## src/rtl/dec_iq_pkg.sv

```systemverilog
// Shared defaults and helpers for the decode-to-execute issue queue.
package dec_iq_pkg;

  localparam int PAYLOAD_W_DEF = 128;
  localparam int ADDR_W_DEF    = 5;
  localparam int DEPTH_DEF     = 4;
  localparam int CNT_W_DEF     = 32;

  localparam logic [ADDR_W_DEF-1:0] ZERO_REG = '0;

  // Occupancy needs one extra bit so that a full queue is distinguishable from empty.
  function automatic int cnt_width(input int depth);
    return $clog2(depth) + 1;
  endfunction

endpackage

```

## src/rtl/dec_issue_queue_sat_cnt.sv

```systemverilog
// Saturating up-counter used for stall profiling; cleared only by reset.
module sat_cnt #(
  parameter int CNT_W = 32
) (
  input  logic             clk,
  input  logic             rst,
  input  logic             en,
  output logic [CNT_W-1:0] cnt
);

  logic [CNT_W-1:0] cnt_q, cnt_d;

  always_comb begin
    cnt_d = cnt_q;
    if (en && (cnt_q != '1)) cnt_d = cnt_q + 1'b1;
  end

  always_ff @(posedge clk or posedge rst) begin
    if (rst) cnt_q <= '0;
    else     cnt_q <= cnt_d;
  end

  assign cnt = cnt_q;

endmodule

```

## src/rtl/dec_issue_queue.sv

```systemverilog
// FIFO of decoded bundles between decoder and EXU, gated by the write-in-flight
// scoreboard, with single-cycle flush and saturating stall counters.
module dec_issue_queue
  import dec_iq_pkg::*;
#(
  parameter int PAYLOAD_W = PAYLOAD_W_DEF,
  parameter int ADDR_W    = ADDR_W_DEF,
  parameter int DEPTH     = DEPTH_DEF,
  parameter int CNT_W     = CNT_W_DEF
) (
  input  logic                  clk,
  input  logic                  rst,
  input  logic                  in_valid,
  output logic                  in_ready,
  input  logic [PAYLOAD_W-1:0]  in_payload,
  input  logic [ADDR_W-1:0]     in_rd,
  input  logic                  in_regwr,
  input  logic                  raw_hazard,
  input  logic                  sb_full,
  input  logic                  flush,
  output logic                  disp_en,
  output logic [ADDR_W-1:0]     disp_rd,
  output logic                  out_valid,
  input  logic                  out_ready,
  output logic [PAYLOAD_W-1:0]  out_payload,
  output logic [$clog2(DEPTH):0] count,
  output logic [CNT_W-1:0]      stall_raw_cnt,
  output logic [CNT_W-1:0]      stall_full_cnt
);

  localparam int PTR_W = $clog2(DEPTH);
  localparam int CW    = cnt_width(DEPTH);
  localparam logic [CW-1:0] FULL_CNT = CW'(DEPTH);

  logic [PAYLOAD_W-1:0] mem_q [DEPTH];
  logic [PAYLOAD_W-1:0] mem_d [DEPTH];
  logic [PTR_W-1:0]     wr_ptr_q, wr_ptr_d;
  logic [PTR_W-1:0]     rd_ptr_q, rd_ptr_d;
  logic [CW-1:0]        count_q, count_d;
  logic                 full, push, pop;

  assign full      = (count_q == FULL_CNT);
  assign out_valid = (count_q != '0) && !flush;
  assign pop       = out_valid && out_ready;
  // A full queue still accepts when the head leaves in the same cycle.
  assign in_ready  = (!full || pop) && !raw_hazard && !sb_full && !flush && !rst;
  assign push      = in_valid && in_ready;

  assign out_payload = mem_q[rd_ptr_q];
  assign disp_en     = push && in_regwr && (in_rd != ADDR_W'(ZERO_REG));
  assign disp_rd     = in_rd;
  assign count       = count_q;

  always_comb begin
    mem_d    = mem_q;
    wr_ptr_d = wr_ptr_q;
    rd_ptr_d = rd_ptr_q;
    count_d  = count_q;
    if (flush) begin
      wr_ptr_d = '0;
      rd_ptr_d = '0;
      count_d  = '0;
    end else begin
      if (push) begin
        mem_d[wr_ptr_q] = in_payload;
        wr_ptr_d        = wr_ptr_q + 1'b1;
      end
      if (pop) rd_ptr_d = rd_ptr_q + 1'b1;
      case ({push, pop})
        2'b10:   count_d = count_q + 1'b1;
        2'b01:   count_d = count_q - 1'b1;
        default: count_d = count_q;
      endcase
    end
  end

  always_ff @(posedge clk or posedge rst) begin
    if (rst) begin
      for (int i = 0; i < DEPTH; i++) mem_q[i] <= '0;
      wr_ptr_q <= '0;
      rd_ptr_q <= '0;
      count_q  <= '0;
    end else begin
      mem_q    <= mem_d;
      wr_ptr_q <= wr_ptr_d;
      rd_ptr_q <= rd_ptr_d;
      count_q  <= count_d;
    end
  end

  sat_cnt #(.CNT_W(CNT_W)) u_stall_raw (
    .clk (clk),
    .rst (rst),
    .en  (in_valid && raw_hazard),
    .cnt (stall_raw_cnt)
  );

  sat_cnt #(.CNT_W(CNT_W)) u_stall_full (
    .clk (clk),
    .rst (rst),
    .en  (in_valid && full && !pop && !flush),
    .cnt (stall_full_cnt)
  );

endmodule

```

## config.mk

```make
export PLATFORM = sky130hd
export DESIGN_NAME = dec_issue_queue
export DESIGN_NICKNAME = d
export VERILOG_FILES = /design/src/rtl/dec_iq_pkg.sv /design/src/rtl/dec_issue_queue_sat_cnt.sv /design/src/rtl/dec_issue_queue.sv
export SDC_FILE = /design/constraint.sdc
export NUM_CORES = 1
export LEC_CHECK = 0
export ABC_AREA = 1
export ABC_CLOCK_PERIOD_IN_PS = 22300
export CAP_MARGIN = 40
export CORE_UTILIZATION = 35
export CTS_BUF_LIST = sky130_fd_sc_hd__clkbuf_16
export DETAILED_ROUTE_END_ITERATION = 12
export GPL_TIMING_DRIVEN = 0
export HOLD_SLACK_MARGIN = 0.15
export SLEW_MARGIN = 20
export SYNTH_ARGS = -nofsm -noshare
export SYNTH_HDL_FRONTEND = slang
export SYNTH_SLANG_ARGS = --single-unit
export TNS_END_PERCENT = 100
```

## constraint.sdc

```tcl
create_clock -name clk -period 22.3 [get_ports clk]
set_input_delay 5.575 -clock clk [delete_from_list [all_inputs] [get_ports clk]]
set_output_delay 5.575 -clock clk [all_outputs]
set_load 0.01 [all_outputs]
```

Word-level counts from Yosys, hierarchy flattened --
Index checks and enable logic that the tools add are counted.
Operators by class: add/sub/neg operators 6, $lt $le $gt $ge 3, eq/ne operators 5, mux-type cells 12, bitwise gates (word level) 3, reduce and logical (&&, ||, !) cells 29
Operators with widths (count):
- $bwmux 512 | 1
- $mux 128 | 3
- $bmux 128 s2 | 1
- $demux 128 s2 | 1
- $add 32x1->32 const B | 2
- $ne 32x32->1 const B | 2
- $logic_and 1x1->1 | 16
- $mux 2 | 4
- $ge 3x3->1 const B | 2
- $logic_not 1->1 | 6
- $not 2->3 | 2
- $pmux 3 s2 | 1
- $reduce_bool 3->1 | 2
- $reduce_bool 5->1 | 1
- $add 2x1->2 const B | 2
- $reduce_bool 2->1 | 2
- $add 3x1->3 const B | 1
- $eq 3x3->1 const B | 1
- $lt 3x1->1 const B | 1
- $mux 3 | 1
- $sub 3x1->3 const B | 1
- $eq 2x1->1 const B | 1
- $eq 2x2->1 const B | 1
- $reduce_and 2->1 | 1
- 2 further kinds | 2
Word-level totals: bits in registers 583, input port bits 141, logic and storage cells 67

Depth between registers and ports, before layout --
Gate-level depths: netlist of the first run.
depth after elaboration 12, gate-level depth with buffers 14

Cells and area by module --
A second synthesis of the first run with hierarchy kept.
Second synthesis, totals: cell total of the unflattened synthesis 3749, area, all modules 28725.0 um2
By module, submodules not included:
- dec_issue_queue | times used 1, cells each 3027, area an instance 24210.7 um2, seq. area each 12987.5 um2
- sat_cnt | times used 2, cells each 361, area an instance 2257.2 um2, seq. area each 800.8 um2

Worst setup path before layout of the first run --
OpenSTA, ideal clock, no wires.
path type input to output, start in raw_hazard, end out disp_en, arrival 6341 ps, data required time 16725 ps, slack 10384 ps, cell stages on the path 7, cell sequence nor2_1 -> nand2_2 -> nor2_4 -> nand2_1 -> inv_1 -> nand3_1 -> a21oi_1
Between the ends: cells in the longest elaborated chain, start to end 8
RTL lines:
- start: declaration | RTL line dec_issue_queue.sv:18 | input logic raw_hazard,
- $logic_not 1->1 | RTL line dec_issue_queue.sv:46 | assign in_ready = (!full || pop) && !raw_hazard && !sb_full && !flush && !rst;
- $logic_and 1x1->1 (4 in series) | RTL line dec_issue_queue.sv:46
- via in_ready | RTL line dec_issue_queue.sv:14 | output logic in_ready,
- $logic_and 1x1->1 | RTL line dec_issue_queue.sv:47 | assign push = in_valid && in_ready;
- $logic_and 1x1->1 (2 in series) | RTL line dec_issue_queue.sv:50 | assign disp_en = push && in_regwr && (in_rd != ADDR_W'(ZERO_REG));
- end: declaration | RTL line dec_issue_queue.sv:21 | output logic disp_en,
The timed path passes the listed nets, and every way through them passes these cells.

Final worst setup path of the first run --
start in raw_hazard, end out disp_en
Between the ends: cells in the longest elaborated chain, start to end 8
RTL lines (RTL line):
- $logic_not 1->1 | dec_issue_queue.sv:46
- $logic_and 1x1->1 (4 in series) | dec_issue_queue.sv:46
- $logic_and 1x1->1 | dec_issue_queue.sv:47
- $logic_and 1x1->1 (2 in series) | dec_issue_queue.sv:50
Every way passes these cells.

==> results of run 1 <==
-- worst reg2reg max path: cells and delay by family (launching register included) --
| kind | cells | cell delay, ns |
|---|---|---|
| flops | 1 | 0.40 |
| fa+ha+maj | 1 | 0.20 |
| buf+inv | 5 | 1.27 |
| simple gates | 3 | 0.25 |
-- cell usage after synthesis (all sizes together) --
library cell,number,area [sq um]
buf,123,928.4
o211ai,1,12.51
xor2,22,192.7
ha,6,75.07
o22ai,128,800.8
xnor2,14,122.6
nand2,1364,5147
inv,59,224.0
fa,1,20.02
nand3b,20,150.1
nor2,346,1324
clkinv,1,3.750
dfrtp,583,14590
a21oi,2,10.01
nand4,10,62.56
nand3,25,142.6
a31oi,1,6.260
clkbuf,146,548.0
o21ai,791,3974
nor3,17,95.09
-- area by class of cell --
cell class / instances / area [sq um]
tap: 1060 / 1326
clock inverter: 48 / 395.4
sequential: 583 / 14590
buffer: 269 / 1484
antenna: 12 / 30.03
inverter: 60 / 235.2
fill: 8203 / 44700
timing repair buffer: 356 / 3695
multi-input combinational: 2748 / 12140
clock buffer: 73 / 1827
-- layer usage --
layer  GRT usage, %  vias to the layer above
met5              0                        -
met4          9.521                       12
met3          4.881                      176
met2          38.81                      849
met1          34.22                    12865
li1               -                    12847
-- sequential cells by signal (all words and copies together), names as in the netlist --
name              cells
count                 3
u_stall_full.cnt     32
u_stall_raw.cnt      32
rd_ptr_q              2
mem_q               512
wr_ptr_q              2
-- kinds of logic after synthesis --
logic type | synth area share (%)
AOI/OAI and AO/OA | 16.90
xor gates and xnor gates | 1.109
adders and majority gates | 0.3345
buffers and inverters | 5.994
DFF | 51.32
and+or+nand+nor | 24.35
-- worst min-delay path by stage --
stage,to,start,depth (start not counted)
4_1_cts,mem_q[372]$_DFFE_PP0P_,mem_q[372]$_DFFE_PP0P_,2
3_3_place_gp,mem_q[284]$_DFFE_PP0P_,mem_q[284]$_DFFE_PP0P_,2
2_1_floorplan,mem_q[284]$_DFFE_PP0P_,mem_q[284]$_DFFE_PP0P_,2
5_1_grt,mem_q[376]$_DFFE_PP0P_,mem_q[376]$_DFFE_PP0P_,2
3_5_place_dp,mem_q[372]$_DFFE_PP0P_,mem_q[372]$_DFFE_PP0P_,2
6_report,mem_q[379]$_DFFE_PP0P_,mem_q[379]$_DFFE_PP0P_,2
-- metrics by stage --
| step | worst slack [ns] | hold slack (ns) | util, % | TNS (ns) |
|---|---|---|---|---|
| floorplan | 0.4121 | 0.4406 | - | 0 |
| global placement | -7.886 | 0.4560 | 41.27 | -4573.41 |
| detailed placement | 9.134 | 0.4630 | 41.60 | 0 |
| CTS | 9.115 | 0.4755 | 44.36 | 0 |
| global route | 9.006 | 0.4872 | 44.40 | 0 |
| finish | 9.094 | 0.4739 | 44.41 | 0 |
-- power groups by stage --
stage / combinational [W] / clock [W] / sequential (W)
2_1_floorplan: 0.000265 / 0 / 0.00125
3_3_place_gp: 0.000545 / 0 / 0.00126
3_5_place_dp: 0.000556 / 0 / 0.00126
4_1_cts: 0.000559 / 0.00115 / 0.00124
5_1_grt: 0.000609 / 0.00119 / 0.00125
6_report: 0.000555 / 0.00113 / 0.00124
==> load_flow_metrics.sql, run 1 <==
INSERT INTO impl_metrics (metric_group, metric, value, unit) VALUES
('critical_path', 'cp_cell_sequence', 'clkdlybuf4s50_1 -> nor2_1 -> nand2_2 -> nor2_4 -> nand2_1 -> inv_1 -> nand3_1 -> a21oi_1 -> clkdlybuf4s50_1', ''),
('sta', 'timing_max_transition_violations_final', '0', ''),
('yosys', 'avgSynthCellArea', '7.767', 'sq um'),
('finish', 'final_common_cell', 'sky130_fd_sc_hd__nand2_1', ''),
('yosys', 'postSynthCellCount', '3660', ''),
('clock_network', 'post_cts_resize_count', '0', ''),
('sta', 'final_period_minus_worst_setup_slack', '13.21', 'ns'),
('yosys', 'synth-warning-count', '0', ''),
('yosys', 'yosys.cell_types.count', '34', ''),
('hold_path', 'hold_path_class', 'reg -> reg', ''),
('clock_network', 'cts.hold.buffers_added', '0', ''),
('power', 'power_frac_seq', '42.3', '%'),
('outcome', 'run_status', 'finished clean', ''),
('critical_path', 'worstSetupEndpointType', 'primary output', ''),
('critical_path', 'launching_instance_or_port_of_the_critical_path', 'raw_hazard', ''),
('critical_path', 'worst-r2r-setup-slack', '20.04', 'ns'),
('clock_network', 'cts_root_buffer', 'sky130_fd_sc_hd__clkbuf_16', ''),
('placed_design', 'dpl.cell_count', '5075', ''),
('sta', 'clock-skew-final', '0.02856', 'ns'),
('finish', 'area_growth_syn_to_layout', '25.64', '%'),
('yosys', 'yosysSeqAreaShare', '51.32', '%'),
('drt', 'routed_wirelength', '104.0', 'mm'),
('critical_path', 'cp_num_cells', '9', ''),
('sta', 'worst-slew-pin-transition', '0.8091', 'ns'),
('power', 'p_clk_share', '38.7', '%'),
('critical_path', 'crit_slowest_cell', 'sky130_fd_sc_hd__clkdlybuf4s50_1', ''),
('critical_path', 'classification_of_the_worst_setup_path', 'in -> out', ''),
('grt', 'groute.usage.overall', '24.95', '%'),
('grt', 'grt-ovfl-total', '0', ''),
('drt', 'first_iter_violations', '2209', ''),
('sta', 'grt_setup_unrepaired', 'false', ''),
('power', 'p_switching', '0.0008493', 'W'),
('clock_network', 'cts_tree', 'built', ''),
('yosys', 'mappedNetlistArea', '28430', 'sq um'),
('placed_design', 'place_area', '33450', 'sq um'),
('floorplan', 'die_width', '287', 'um'),
('drt', 'wl_per_cell', '19.97', 'um'),
('placed_design', 'hpwlAfterDp', '72.03', 'mm'),
('sta', 'finalCritPeriodShare', '59.22', '%'),
('drt', 'routed-via-count', '26749', ''),
('finish', 'finalNonFillerCells', '5209', ''),
('critical_path', 'timing.critical_path.fanout_max', '3', ''),
('finish', 'design.final.nets', '4236', ''),
('critical_path', 'critical_path.reg2reg.startpoint', 'wr_ptr_q[0]$_DFFE_PP0P_', ''),
('clock_network', 'post-cts-setup-buffers', '0', ''),
('grt', 'first_global_vias', '25920', ''),
('critical_path', 'timing.critical_path.buf_inv', '3', ''),
('drt', 'wl_met1', '45.64', 'mm'),
('floorplan', 'fp.dieH', '287', 'um'),
('critical_path', 'critical_path_at', '7.63', 'ns'),
('floorplan', 'pin_count', '344', ''),
('power', 'pwr_density_cell', '81.95', 'nW/um^2'),
('power', 'power.total', '0.002927', 'W'),
('drt', 'via_per_inst', '5.135', ''),
('critical_path', 'required', '16.73', 'ns'),
('floorplan', 'die-area', '82370', 'sq um'),
('critical_path', 'worst_path_dominant_cell_family', 'buffers and inverters', ''),
('yosys', 'synth.net_count', '3808', ''),
('sta', 'timing.final.setup_violations', '0', ''),
('grt', 'wire_length_of_the_first_global_routing_pass', '157.7', 'mm'),
('placed_design', 'placement.io_buffers', '343', ''),
('drt', 'topRoutingLayerUsed', 'met5', ''),
('placed_design', 'place.gp.congestion', '0.8984', ''),
('floorplan', 'floorplan.core_area', '80420', 'sq um'),
('finish', 'mostFrequentLayoutCells', '1357 x sky130_fd_sc_hd__nand2_1, 669 x sky130_fd_sc_hd__o21ai_0, 583 x sky130_fd_sc_hd__dfrtp_1', ''),
('drt', 'post-route-drc-count', '0', ''),
('drt', 'drtPass1Iterations', '9', ''),
('floorplan', 'floorplan.initialDensity', '35.35', '%'),
('critical_path', 'timing.critical_path.mode_cell', 'sky130_fd_sc_hd__clkdlybuf4s50_1', ''),
('power', 'netSwitchingFraction', '29.02', '%'),
('clock_network', 'skew_pair_late_insertion_delay', '0.62', 'ns');
(Power assumes the default switching activity.)
==> inputs of run 2 (changes only) <==
--- a/config.mk
+++ b/config.mk
@@ -6,7 +6,7 @@
 export NUM_CORES = 1
 export LEC_CHECK = 0
 export ABC_AREA = 1
-export ABC_CLOCK_PERIOD_IN_PS = 22300
+export ABC_CLOCK_PERIOD_IN_PS = 12550
 export CAP_MARGIN = 40
 export CORE_UTILIZATION = 35
 export CTS_BUF_LIST = sky130_fd_sc_hd__clkbuf_16
==> constraint.sdc (replaced) <==
create_clock -name clk -period 12.55 [get_ports clk]
set_input_delay 3.1375 -clock clk [delete_from_list [all_inputs] [get_ports clk]]
set_output_delay 3.1375 -clock clk [all_outputs]
set_load 0.01 [all_outputs]
==> run 2 against run 1 <==
Die area unchanged. Final area up 0.62%. Clock skew down 0.010 ns. Flip-flop and latch count unchanged. Register-to-register slack worse by 9.9 ns. Count of clock-buffer cells in the layout unchanged. Sequential share of layout area down 0.25 points. Power up 78%. Critical endpoint unchanged.
==> load_flow_metrics.sql, run 2 (same netlist as run 1, synthesis figures left out) <==
INSERT INTO impl_metrics (metric_group, metric, value, unit) VALUES
('clock_network', 'skew_pair_late_insertion_delay', '0.61', 'ns'),
('power', 'ir_worst_vdd', '112.8', 'uV'),
('placed_design', 'placement.io_buffers', '343', ''),
('power', 'power_frac_seq', '42.3', '%'),
('clock_network', 'ctsLongestPathBuffers', '3', ''),
('sta', 'worst-slew-pin-transition', '0.8534', 'ns'),
('grt', 'wire_length_of_the_first_global_routing_pass', '158.1', 'mm'),
('critical_path', 'critical_path_at', '5.08', 'ns'),
('floorplan', 'fp.dieH', '287', 'um'),
('hold_path', 'min_to', 'mem_q[196]$_DFFE_PP0P_', ''),
('hold_path', 'hold_path_class', 'reg -> reg', ''),
('power', 'pwr-share-comb', '19.1', '%'),
('sta', 'final_period_minus_worst_setup_slack', '8.215', 'ns'),
('hold_path', 'min_from', 'mem_q[196]$_DFFE_PP0P_', ''),
('drt', 'post-route-drc-count', '0', ''),
('drt', 'first_iter_violations', '2113', ''),
('critical_path', 'timing.critical_path.fanout_max', '7', ''),
('grt', 'first_global_vias', '26449', ''),
('critical_path', 'critical_path.reg2reg.startpoint', 'count[1]$_DFFE_PP0P_', ''),
('critical_path', 'max_stage_delay', '0.55', 'ns'),
('critical_path', 'cp_cell_sequence', 'clkdlybuf4s50_1 -> inv_2 -> nand2_2 -> nor2_4 -> nand2_1 -> inv_1 -> nand3_1 -> a21oi_1 -> clkdlybuf4s50_1', ''),
('sta', 'worst_slew_margin_rel', '43.10', '%'),
('floorplan', 'pin_count', '344', ''),
('placed_design', 'hpwlAfterDp', '72.58', 'mm'),
('floorplan', 'die-area', '82370', 'sq um'),
('power', 'p_switching', '0.001492', 'W'),
('finish', 'final_common_cell', 'sky130_fd_sc_hd__nand2_1', ''),
('clock_network', 'clkTransAtPathRegs', '0.05', 'ns'),
('floorplan', 'die_width', '287', 'um'),
('sta', 'timing.setup.tns', '0', 'ns'),
('drt', 'antenna_violating_nets_left', '0', ''),
('finish', 'final_layout_size_suffix_gt1_share', '6.533', '%'),
('power', 'p_leak', '17.78', 'nW'),
('grt', 'grt-ovfl-total', '0', ''),
('drt', 'wl_per_cell', '19.79', 'um'),
('critical_path', 'classification_of_the_worst_setup_path', 'in -> out', ''),
('power', 'netSwitchingFraction', '28.63', '%'),
('clock_network', 'cts_tree', 'built', ''),
('drt', 'routed_wirelength', '103.2', 'mm'),
('sta', 'endpoints_failing_hold', '0', ''),
('critical_path', 'worstSetupEndpointType', 'primary output', ''),
('sta', 'grt_setup_unrepaired', 'false', ''),
('clock_network', 'cts.hold.buffers_added', '0', ''),
('critical_path', 'required', '9.41', 'ns'),
('placed_design', 'place_area', '33680', 'sq um'),
('sta', 'maxClockFrequency', '0.1217', 'GHz'),
('run', 'maxCapViolations', '0', ''),
('clock_network', 'cts_root_buffer', 'sky130_fd_sc_hd__clkbuf_16', ''),
('clock_network', 'post-cts-setup-buffers', '0', ''),
('finish', 'finalInstanceArea', '35940', 'sq um'),
('grt', 'antenna_found_initial', '19', ''),
('finish', 'top_register', 'mem_q', ''),
('clock_network', 'numClockSinks', '583', ''),
('critical_path', 'timing.critical_path.buf_inv', '4', ''),
('clock_network', 'ctsHtreeMaxLevel', '3', ''),
('clock_network', 'post_cts_resize_count', '0', ''),
('drt', 'via_per_inst', '5.156', ''),
('finish', 'mostFrequentLayoutCells', '1357 x sky130_fd_sc_hd__nand2_1, 669 x sky130_fd_sc_hd__o21ai_0, 583 x sky130_fd_sc_hd__dfrtp_1', ''),
('floorplan', 'floorplan.core_area', '80420', 'sq um'),
('hold_path', 'worst_hold_path.num_cells', '2', ''),
('power', 'p_clk_share', '38.7', '%'),
('power', 'p_int', '0.003718', 'W'),
('floorplan', 'core.rowCount', '104', ''),
('grt', 'groute.usage.overall', '24.90', '%'),
('critical_path', 'cp-start-kind', 'input pin', ''),
('outcome', 'run_status', 'finished clean', ''),
('critical_path', 'r2r_cells', '7', ''),
('sta', 'clock-skew-final', '0.01816', 'ns'),
('sta', 'timing_max_transition_violations_final', '0', ''),
('critical_path', 'worst-r2r-setup-slack', '10.10', 'ns'),
('power', 'pwr_density_cell', '145.0', 'nW/um^2'),
('drt', 'routed-via-count', '26889', ''),
('drt', 'drtPass1Iterations', '5', ''),
('grt', 'grt_max_degree', '34', ''),
('critical_path', 'worst_path_dominant_cell_family', 'buffers and inverters', ''),
('placed_design', 'dpl.cell_count', '5087', ''),
('critical_path', 'crit_slowest_cell', 'sky130_fd_sc_hd__clkdlybuf4s50_1', ''),
('critical_path', 'endpoint_of_the_most_critical_register_to_register_path', 'mem_q[11]$_DFFE_PP0P_', ''),
('finish', 'largest_register_ff_count', '512', ''),
('sta', 'timing.final.setup_violations', '0', ''),
('floorplan', 'floorplan.initialDensity', '35.35', '%'),
('placed_design', 'place.gp.congestion', '0.9060', ''),
('finish', 'design.final.nets', '4247', ''),
('sta', 'worst_hold_slack', '0.4716', 'ns'),
('sta', 'finalCritPeriodShare', '65.46', '%'),
('finish', 'finalNonFillerCells', '5215', ''),
('finish', 'area_growth_syn_to_layout', '26.41', '%'),
('critical_path', 'launching_instance_or_port_of_the_critical_path', 'flush', ''),
('critical_path', 'timing.critical_path.mode_cell', 'sky130_fd_sc_hd__clkdlybuf4s50_1', ''),
('clock_network', 'number_of_buffers_added_by_the_clock_tree_synthesis_step', '70', '');
-- run 2: changes by cell type in the layout (fill, tap and decap cells not counted), moves of 2 or more --
cell,previous run,this run
sky130_fd_sc_hd__buf_12,0,20
sky130_fd_sc_hd__buf_16,7,2
sky130_fd_sc_hd__buf_8,3,1
sky130_fd_sc_hd__clkbuf_1,140,138
sky130_fd_sc_hd__clkbuf_2,6,8
sky130_fd_sc_hd__diode_2,12,7
-- run 2: power groups by stage --
stage               Clock [W]  Sequential, W  Combinational, W
floorplan                   0        0.00221          0.000470
global placement            0        0.00223          0.000966
detailed placement          0        0.00223          0.000994
CTS                   0.00205        0.00220           0.00100
global route          0.00212        0.00223           0.00109
finish                0.00201        0.00220          0.000993
-- run 2: final cells by class --
| cell class | count | area, sq um |
|---|---|---|
| clock buffers | 73 | 1827 |
| diodes | 7 | 17.52 |
| fillers | 8239 | 44480 |
| repair buffers | 367 | 3911 |
| plain buffers | 269 | 1486 |
| clock inverters | 48 | 412.9 |
| flip-flops and latches | 583 | 14590 |
| well taps | 1060 | 1326 |
| inverters | 60 | 231.5 |
| multi-input cells | 2748 | 12140 |
-- run 2: worst register-to-register path: cells and delay by family, from the launching register on --
family	cells	cell delay [ns]
simple gates	3	0.44
compound gates	2	0.35
flops	1	0.44
buf+inv	2	1.16
-- run 2: how the worst max path moves through the flow --
| stage | slack, ns | cells after the start | end |
|---|---|---|---|
| after floorplan | 1.47 | 1 | count[0]$_DFFE_PP0P_ |
| after detailed placement | 4.38 | 9 | disp_en |
| after CTS | 4.37 | 9 | disp_en |
| after global routing | 4.26 | 9 | disp_en |
| final | 4.33 | 9 | disp_en |
| after global placement | -2.98 | 2 | u_stall_full.cnt[28]$_DFFE_PP0P_ |
-- run 2: layer usage --
metal / GRT usage (%) / share of wire (%) / vias to the layer above
met3: 5.452 / 7.6 / 188
met2: 39.31 / 46 / 930
met4: 9.149 / 3.1 / 18
met1: 33.41 / 43 / 12904
met5: 0 / 0.11 / -
li1: - / - / 12849
-- run 2: per-stage QoR --
step	worst slack [ns]	util, %	power, W
5_1_grt	4.259	44.68	0.005439
3_3_place_gp	-2.981	41.27	0.003200
6_report	4.335	44.69	0.005209
2_1_floorplan	1.467	-	0.002683
4_1_cts	4.366	44.67	0.005255
3_5_place_dp	4.380	41.88	0.003226
